<file path="src/rtl/vram_bus_responder.sv">
// VRAM bus slave: arbitrates NUM_PORTS word-read masters onto one VRAM read port.
// Define VRAM_BUS_FIXED_PRIO_EN for fixed priority (lowest index wins); default is round-robin.
module vram_bus_responder #(
    parameter int NUM_PORTS   = 2,
    parameter int RAM_LATENCY = 1
) (
    input  logic                     clk,
    input  logic                     rst,
    input  logic [18*NUM_PORTS-1:0]  m_addr,
    input  logic [NUM_PORTS-1:0]     m_strobe,
    output logic [31:0]              m_rddata,
    output logic [NUM_PORTS-1:0]     m_ack,
    output logic [15:0]              ram_addr,
    output logic                     ram_rden,
    input  logic [31:0]              ram_rddata,
    output logic                     busy
);

    localparam int IDX_W = (NUM_PORTS > 1) ? $clog2(NUM_PORTS) : 1;
    localparam int CNT_W = 2;

    typedef enum logic [1:0] {
        ST_IDLE = 2'd0,
        ST_READ = 2'd1,
        ST_ACK  = 2'd2
    } state_t;

    state_t                 state_r, state_s;
    logic [IDX_W-1:0]       grant_r, grant_s;
    logic [CNT_W-1:0]       cnt_r, cnt_s;
    logic [15:0]            ram_addr_r, ram_addr_s;
    logic                   ram_rden_r, ram_rden_s;
    logic [NUM_PORTS-1:0]   m_ack_r, m_ack_s;
    logic [31:0]            m_rddata_r, m_rddata_s;
    logic                   busy_r;
    logic [IDX_W-1:0]       sel_s;
    logic                   req_any_s;
    logic                   grant_en_s;
    logic [15:0]            port_word_s [NUM_PORTS];
    logic [2*NUM_PORTS-1:0] addr_lsb_unused_s;

    // Byte address bits [1:0] carry no meaning for word reads.
    for (genvar gi = 0; gi < NUM_PORTS; gi++) begin : g_port
        assign port_word_s[gi]              = m_addr[18*gi+2 +: 16];
        assign addr_lsb_unused_s[2*gi +: 2] = m_addr[18*gi +: 2];
    end

    assign req_any_s  = |m_strobe;
    assign grant_en_s = (state_r == ST_IDLE) && req_any_s;

`ifdef VRAM_BUS_FIXED_PRIO_EN
    // Lowest requesting index wins; the descending scan leaves it last.
    always_comb begin
        sel_s = '0;
        for (int i = NUM_PORTS - 1; i >= 0; i--) begin
            sel_s = m_strobe[i] ? IDX_W'(i) : sel_s;
        end
    end
`else
    logic [IDX_W-1:0] ptr_r;
    logic [IDX_W-1:0] idx_s;

    // First requester after the last grant wins; scan runs farthest-first so the nearest overwrites.
    always_comb begin
        sel_s = '0;
        idx_s = '0;
        for (int k = NUM_PORTS; k >= 1; k--) begin
            idx_s = IDX_W'((int'(ptr_r) + k) % NUM_PORTS);
            sel_s = m_strobe[idx_s] ? idx_s : sel_s;
        end
    end

    // Round-robin pointer remembers the most recent grant.
    always_ff @(posedge clk or posedge rst) begin
        if (rst) begin
            ptr_r <= IDX_W'(NUM_PORTS - 1);
        end else if (grant_en_s) begin
            ptr_r <= sel_s;
        end else begin
            ptr_r <= ptr_r;
        end
    end
`endif

    // Next-state and datapath: grant in IDLE, wait out RAM latency in READ, pulse ack in ACK.
    always_comb begin
        state_s    = state_r;
        grant_s    = grant_r;
        cnt_s      = cnt_r;
        ram_addr_s = ram_addr_r;
        ram_rden_s = 1'b0;
        m_ack_s    = '0;
        m_rddata_s = m_rddata_r;
        case (state_r)
            ST_IDLE: begin
                if (grant_en_s) begin
                    state_s    = ST_READ;
                    grant_s    = sel_s;
                    cnt_s      = CNT_W'(RAM_LATENCY);
                    ram_addr_s = port_word_s[sel_s];
                    ram_rden_s = 1'b1;
                end else begin
                    state_s = ST_IDLE;
                end
            end
            ST_READ: begin
                if (cnt_r == {CNT_W{1'b0}}) begin
                    m_rddata_s       = ram_rddata;
                    m_ack_s[grant_r] = 1'b1;
                    state_s          = ST_ACK;
                end else begin
                    cnt_s = cnt_r - CNT_W'(1);
                end
            end
            ST_ACK: begin
                state_s = ST_IDLE;
            end
            default: begin
                state_s = ST_IDLE;
            end
        endcase
    end

    // State and registered outputs; reset aborts any transaction in flight.
    always_ff @(posedge clk or posedge rst) begin
        if (rst) begin
            state_r    <= ST_IDLE;
            grant_r    <= '0;
            cnt_r      <= '0;
            ram_addr_r <= 16'h0000;
            ram_rden_r <= 1'b0;
            m_ack_r    <= '0;
            m_rddata_r <= 32'h0000_0000;
            busy_r     <= 1'b0;
        end else begin
            state_r    <= state_s;
            grant_r    <= grant_s;
            cnt_r      <= cnt_s;
            ram_addr_r <= ram_addr_s;
            ram_rden_r <= ram_rden_s;
            m_ack_r    <= m_ack_s;
            m_rddata_r <= m_rddata_s;
            busy_r     <= (state_s != ST_IDLE);
        end
    end

    assign ram_addr = ram_addr_r;
    assign ram_rden = ram_rden_r;
    assign m_ack    = m_ack_r;
    assign m_rddata = m_rddata_r;
    assign busy     = busy_r;

endmodule

</file>
<file path="config.mk">
export PLATFORM = sky130hd
export DESIGN_NAME = vram_bus_responder
export DESIGN_NICKNAME = d
export VERILOG_FILES = /design/src/rtl/vram_bus_responder.sv
export SDC_FILE = /design/constraint.sdc
export NUM_CORES = 1
export LEC_CHECK = 0
export CELL_PAD_IN_SITES_DETAIL_PLACEMENT = 0
export CELL_PAD_IN_SITES_GLOBAL_PLACEMENT = 1
export CORE_MARGIN = 1.5
export CORE_UTILIZATION = 32
export CTS_CLUSTER_DIAMETER = 60
export DETAILED_ROUTE_END_ITERATION = 16
export GPL_TIMING_DRIVEN = 0
export MAX_ROUTING_LAYER = met4
export PLACE_DENSITY_LB_ADDON = 0.25
export SYNTH_ARGS = -nofsm -noshare
export SYNTH_HDL_FRONTEND = slang
export SYNTH_SLANG_ARGS = --single-unit
</file>
<file path="constraint.sdc">
create_clock -name clk -period 4.46 [get_ports clk]
set_clock_uncertainty 0.15 [all_clocks]
set_input_delay 0.446 -clock clk [delete_from_list [all_inputs] [get_ports clk]]
set_output_delay 0.446 -clock clk [all_outputs]
set_load 0.05 [all_outputs]
</file>
## Word-level counts from Yosys, hierarchy flattened

Cells that the tools add are included.

- Flip-flop bits (word level): 58
- Latch bits: 0
- Bits in writable memories: 0
- Bits in read-only memories: 0
- Input bits: 72
- Output and inout port bits: 52
- Memories kept: 0

- Add/subtract/negate cells: 3
- Multiply operators: 0
- Div/mod/pow operators: 0
- Magnitude comparators: 5
- Equality and inequality tests: 3
- Shift operators: 0
- Multiplexer cells: 21
- Bitwise gates (word level): 1
- Reduce and logical (&&, ||, !) cells: 10

Operators by type and width:

| operator | count |
|---|---|
| 2-to-1 mux 16 bit | 3 |
| 2-to-1 mux 1 bit | 10 |
| 2-to-1 mux 2 bit | 5 |
| one-hot mux 2 bit (2 select lines) | 2 |
| less-than comparator 1 x 2 -> 1 bit, second input constant | 3 |
| logical NOT 2 bit | 2 |
| != test 2 bit, second input constant | 2 |
| AND reduction 2 bit | 2 |
| nonzero test 2 bit | 2 |
| AND reduction 3 bit | 1 |
| adder 1 bit, second input constant | 2 |
| == test 2 x 1 -> 1 bit, second input constant | 1 |
| >= comparator 2 bit, second input constant | 1 |
| logical AND 1 bit | 2 |
| NOT 1 -> 2 bit | 1 |
| OR reduction 2 bit | 1 |
| subtractor 2 x 1 -> 2 bit, second input constant | 1 |
| demux 1 bit (select 1 bit) | 1 |
| >= comparator 1 bit, second input constant | 1 |

## Depth between registers and ports, before layout

- Word-level depth: 9
- Depth in mapped cells: 6

## Worst setup path after synthesis

OpenSTA, ideal clock, no wires.

- Kind: flip-flop to flip-flop
- Start point: reg cnt_r[0]
- End point: reg m_rddata_r[10] (netlist: m_rddata[10])
- Setup time: 125 ps
- Arrival: 1184 ps
- Required time: 4185 ps
- Slack: 3001 ps
- Stages on the path, launching flop included: 6
- Path buffers: 1
- Cells stage by stage: dfrtp_1 > inv_1 > ha_1 > nand2_2 > buf_6 > mux2_2

- Cells in the longest elaborated chain, start to end: 2

Ends and longest elaborated chain:

| element | line | text |
|---|---|---|
| from (decl) | 30 | `logic [CNT_W-1:0] cnt_r, cnt_s;` |
| from (signal assigned) | 138 | `cnt_r <= cnt_s;` |
| logical NOT 2 bit | 107 | `if (cnt_r == {CNT_W{1'b0}}) begin` |
| AND reduction 2 bit (no line) | -- |  |
| to (signal assigned) | 142 | `m_rddata_r <= m_rddata_s;` |
| to (decl) | 34 | `logic [31:0] m_rddata_r, m_rddata_s;` |

Every way passes these cells.
A chain may end at the register's enable or synchronous reset.

## Final worst setup path

- Start point: reg ram_addr_r[1] (netlist: ram_addr[1])
- End point: out ram_addr[1]

RTL lines:

| element | line | text |
|---|---|---|
| from (decl) | 31 | `logic [15:0] ram_addr_r, ram_addr_s;` |
| from (signal assigned) | 139 | `ram_addr_r <= ram_addr_s;` |
| to (decl) | 13 | `output logic [15:0] ram_addr,` |

No word-level cell between the ends.

==> flow_summary.ini <==
[yosys]
synthArstFlopShare = 1.000
synth-seq-cells = 58
synth.most_common_cell = dfrtp_1
yosys.area.top_type_share = 0.5950
synth_top_area_cell = dfrtp_1
ys.warnings.count = 0
synth_edf_count = 0
synthFlopType = dfrtp_1
syn_area_um2 = 2397
ys_seq_area_frac = 0.6059
synthDistinctLibCells = 28
synth_nets = 268
syn_area_per_cell_um2 = 12.36
syn_inst = 194
synthTopCellsByCount = dfrtp_1, nand2_1, mux2_2
yosys-top-cells-area = dfrtp_1, mux2_2, nand2_1

[timing]
fin_crit_sh = 0.4698
whs_ns = 0.3387
drv_slew = 0
fin_crit_ns = 2.095
tightest_slew_ns = 0.6240
setup_viol = 0
clock.fmax_ghz = 0.4773
max-slew-margin-rel = 0.5834
timing.setup.tns_ns = 0
report.final.hold_viol_count = 0
grt_setup_unrepaired = false

[setup_path]
startpoint = ram_addr[1]$_DFFE_PP0P_
critPathMaxStageDelay_ns = 0.83
reg2reg_from = ptr_r$_DFFE_PP1P_
endpoint = ram_addr[1]
worst_ep_arrival_time_ns = 1.50
setup.worst_path.start_class = flop
r2r_end = ram_addr[3]$_DFFE_PP0P_
end_kind = output port
crit_required_ns = 3.86
cp.depth = 1
rr_worst_depth = 4
worstPathMaxFanout = 2
worstSetupPathType = flop to output port
critPathTopFamily = buffers and inverters
crit_slowest_cell = clkdlybuf4s50_1
path_cells = clkdlybuf4s50_1
r2r_setup_slack_ns = 2.89
worst-path-buf-inv = 1

[job]
cap_violations = 0

[place]
place_inst = 413
hpwl_mm = 4.117
gp_congestion = 0.7437
port_buffers = 119

[clock_tree]
cts_setup_buffers = 0
clock_sinks = 58
clock_latency_ns = 0.32
cts_tree = done
root_buffer = clkbuf_8
cts_buffer_depth = 2
numCtsBuffers = 9
htree_levels = 3
path_clk_slew_ns = 0.06
ctsHoldBuffers = 0
cts.repair.resized = 0

[grt]
antenna_found_initial = 0
grt_max_degree = 31
grt_pass1_wl_mm = 8.790
overflow = 0
grt_pass1_vias = 1920
grtUsageTotal = 0.1524

[route]
first_pass_iters = 4
ant_nets = 0
avgRoutedWirePerCell_um = 13.17
dr_total_vias = 1918
drc = 0
drt_wl_total_mm = 5.650
dr.first_iter.drc_count = 44
viasPerCell = 4.471

[power]
swShare = 0.4606
powerDensity_nw_per_um2 = 873.5
comb_power_share = 0.590
irDropWorstVdd_mv = 0.2754
internal_power_w = 0.001855
power_switching_w = 0.001584
power_frac_seq = 0.269
pwr-share-clk = 0.141
p_leak_nw = 1.667

[die]
die_h_um = 89.56
dieArea_um2 = 8020
floorplan.initialDensity = 0.3305
core_area_um2 = 7253
die_w_um = 89.56
io_pins = 124
num_rows = 31

[cells_and_area]
antenna_cells = 0
area_growth_pct = 64.20
layout-drive-gt1-share = 0.2000
fillCellCount = 685
fin_nets = 399
stdcell_count = 429

[min_path]
min_path_type = flop to flop

[run_status]
status = completed
## logic make-up after synthesis
kind of cell    synth area share
flops                     0.6060
simple gates             0.08613
compound gates            0.1002
mux                       0.1545
buf+inv                  0.04279
fa+ha+maj                0.01044
## worst register-to-register path, stage by stage, from the launching register on
cell	delay, ns
dfstp_2	0.57
a21bo_1	0.26
buf_2	0.28
nand2_1	0.09
a31oi_1	0.15
## power by group through the flow
stage	Sequential [W]	Clock, W	Combinational [W]
after floorplan	0.00177	0	0.000544
after global placement	0.000924	0	0.00203
after detailed placement	0.000934	0	0.00205
after CTS	0.000927	0.000507	0.00205
after global routing	0.000963	0.000528	0.00216
final	0.000924	0.000485	0.00203
## sequential cells by signal, summed over array words and instances, names as in the netlist
name / count
ram_rden: 1
state_r: 2
m_rddata: 32
ptr_r: 1
ram_addr: 16
m_ack: 2
cnt_r: 2
busy: 1
grant_r: 1
## through the flow
stage,utilization,cell area [um^2],power (W),setup slack (ns)
final,0.5427,3936,0.003439,2.365
after global routing,0.5427,3936,0.003652,2.298
after CTS,0.5427,3936,0.003489,2.337
after detailed placement,0.5146,3732,0.002985,2.322
after global placement,0.5118,3712,0.002959,1.278
after floorplan,-,2397,0.002310,2.438
## worst min-delay path by stage
stage | start | to | slack, ns | depth (start not counted)
6_report | cnt_r[1]$_DFFE_PP0P_ | cnt_r[1]$_DFFE_PP0P_ | 0.34 | 1
2_1_floorplan | cnt_r[1]$_DFFE_PP0P_ | cnt_r[1]$_DFFE_PP0P_ | 0.30 | 1
5_1_grt | cnt_r[1]$_DFFE_PP0P_ | cnt_r[1]$_DFFE_PP0P_ | 0.35 | 1
3_5_place_dp | cnt_r[1]$_DFFE_PP0P_ | cnt_r[1]$_DFFE_PP0P_ | 0.32 | 1
3_3_place_gp | cnt_r[1]$_DFFE_PP0P_ | cnt_r[1]$_DFFE_PP0P_ | 0.31 | 1
4_1_cts | cnt_r[1]$_DFFE_PP0P_ | cnt_r[1]$_DFFE_PP0P_ | 0.33 | 1
## layer usage
| layer | vias to the layer above | global-route usage | share of wire |
|---|---|---|---|
| li1 | 939 | - | - |
| met5 | - | - | 0 |
| met4 | 0 | 0.07133 | 0.010 |
| met3 | 6 | 0.05817 | 0.11 |
| met1 | 875 | 0.1744 | 0.43 |
| met2 | 98 | 0.2354 | 0.44 |
## final cells by class
type	instances	area, um^2	area share
Tap cell	99	123.9	0.03147
Inverter	5	18.77	0.004768
Timing Repair Buffer	120	1211	0.3077
Multi-Input combinational cell	121	842.1	0.2139
Clock inverter	5	52.55	0.01335
Buffer	10	83.83	0.02130
Sequential cell	58	1453	0.3690
Clock buffer	11	151.4	0.03846
## cells in the final DEF (no fill, tap or decap), drive strengths merged, types with 2 or more instances in the layout
| master | instances |
|---|---|
| clkdlybuf4s50 | 119 |
| a31oi | 17 |
| mux2 | 32 |
| dfrtp | 57 |
| nor2b | 2 |
| inv | 5 |
| o21ai | 3 |
| nor2 | 2 |
| ha | 2 |
| nand2 | 35 |
| buf | 10 |
| clkinv | 3 |
| clkbuf | 12 |
| a21oi | 18 |
No activity file was read; power rests on OpenSTA's default activity.
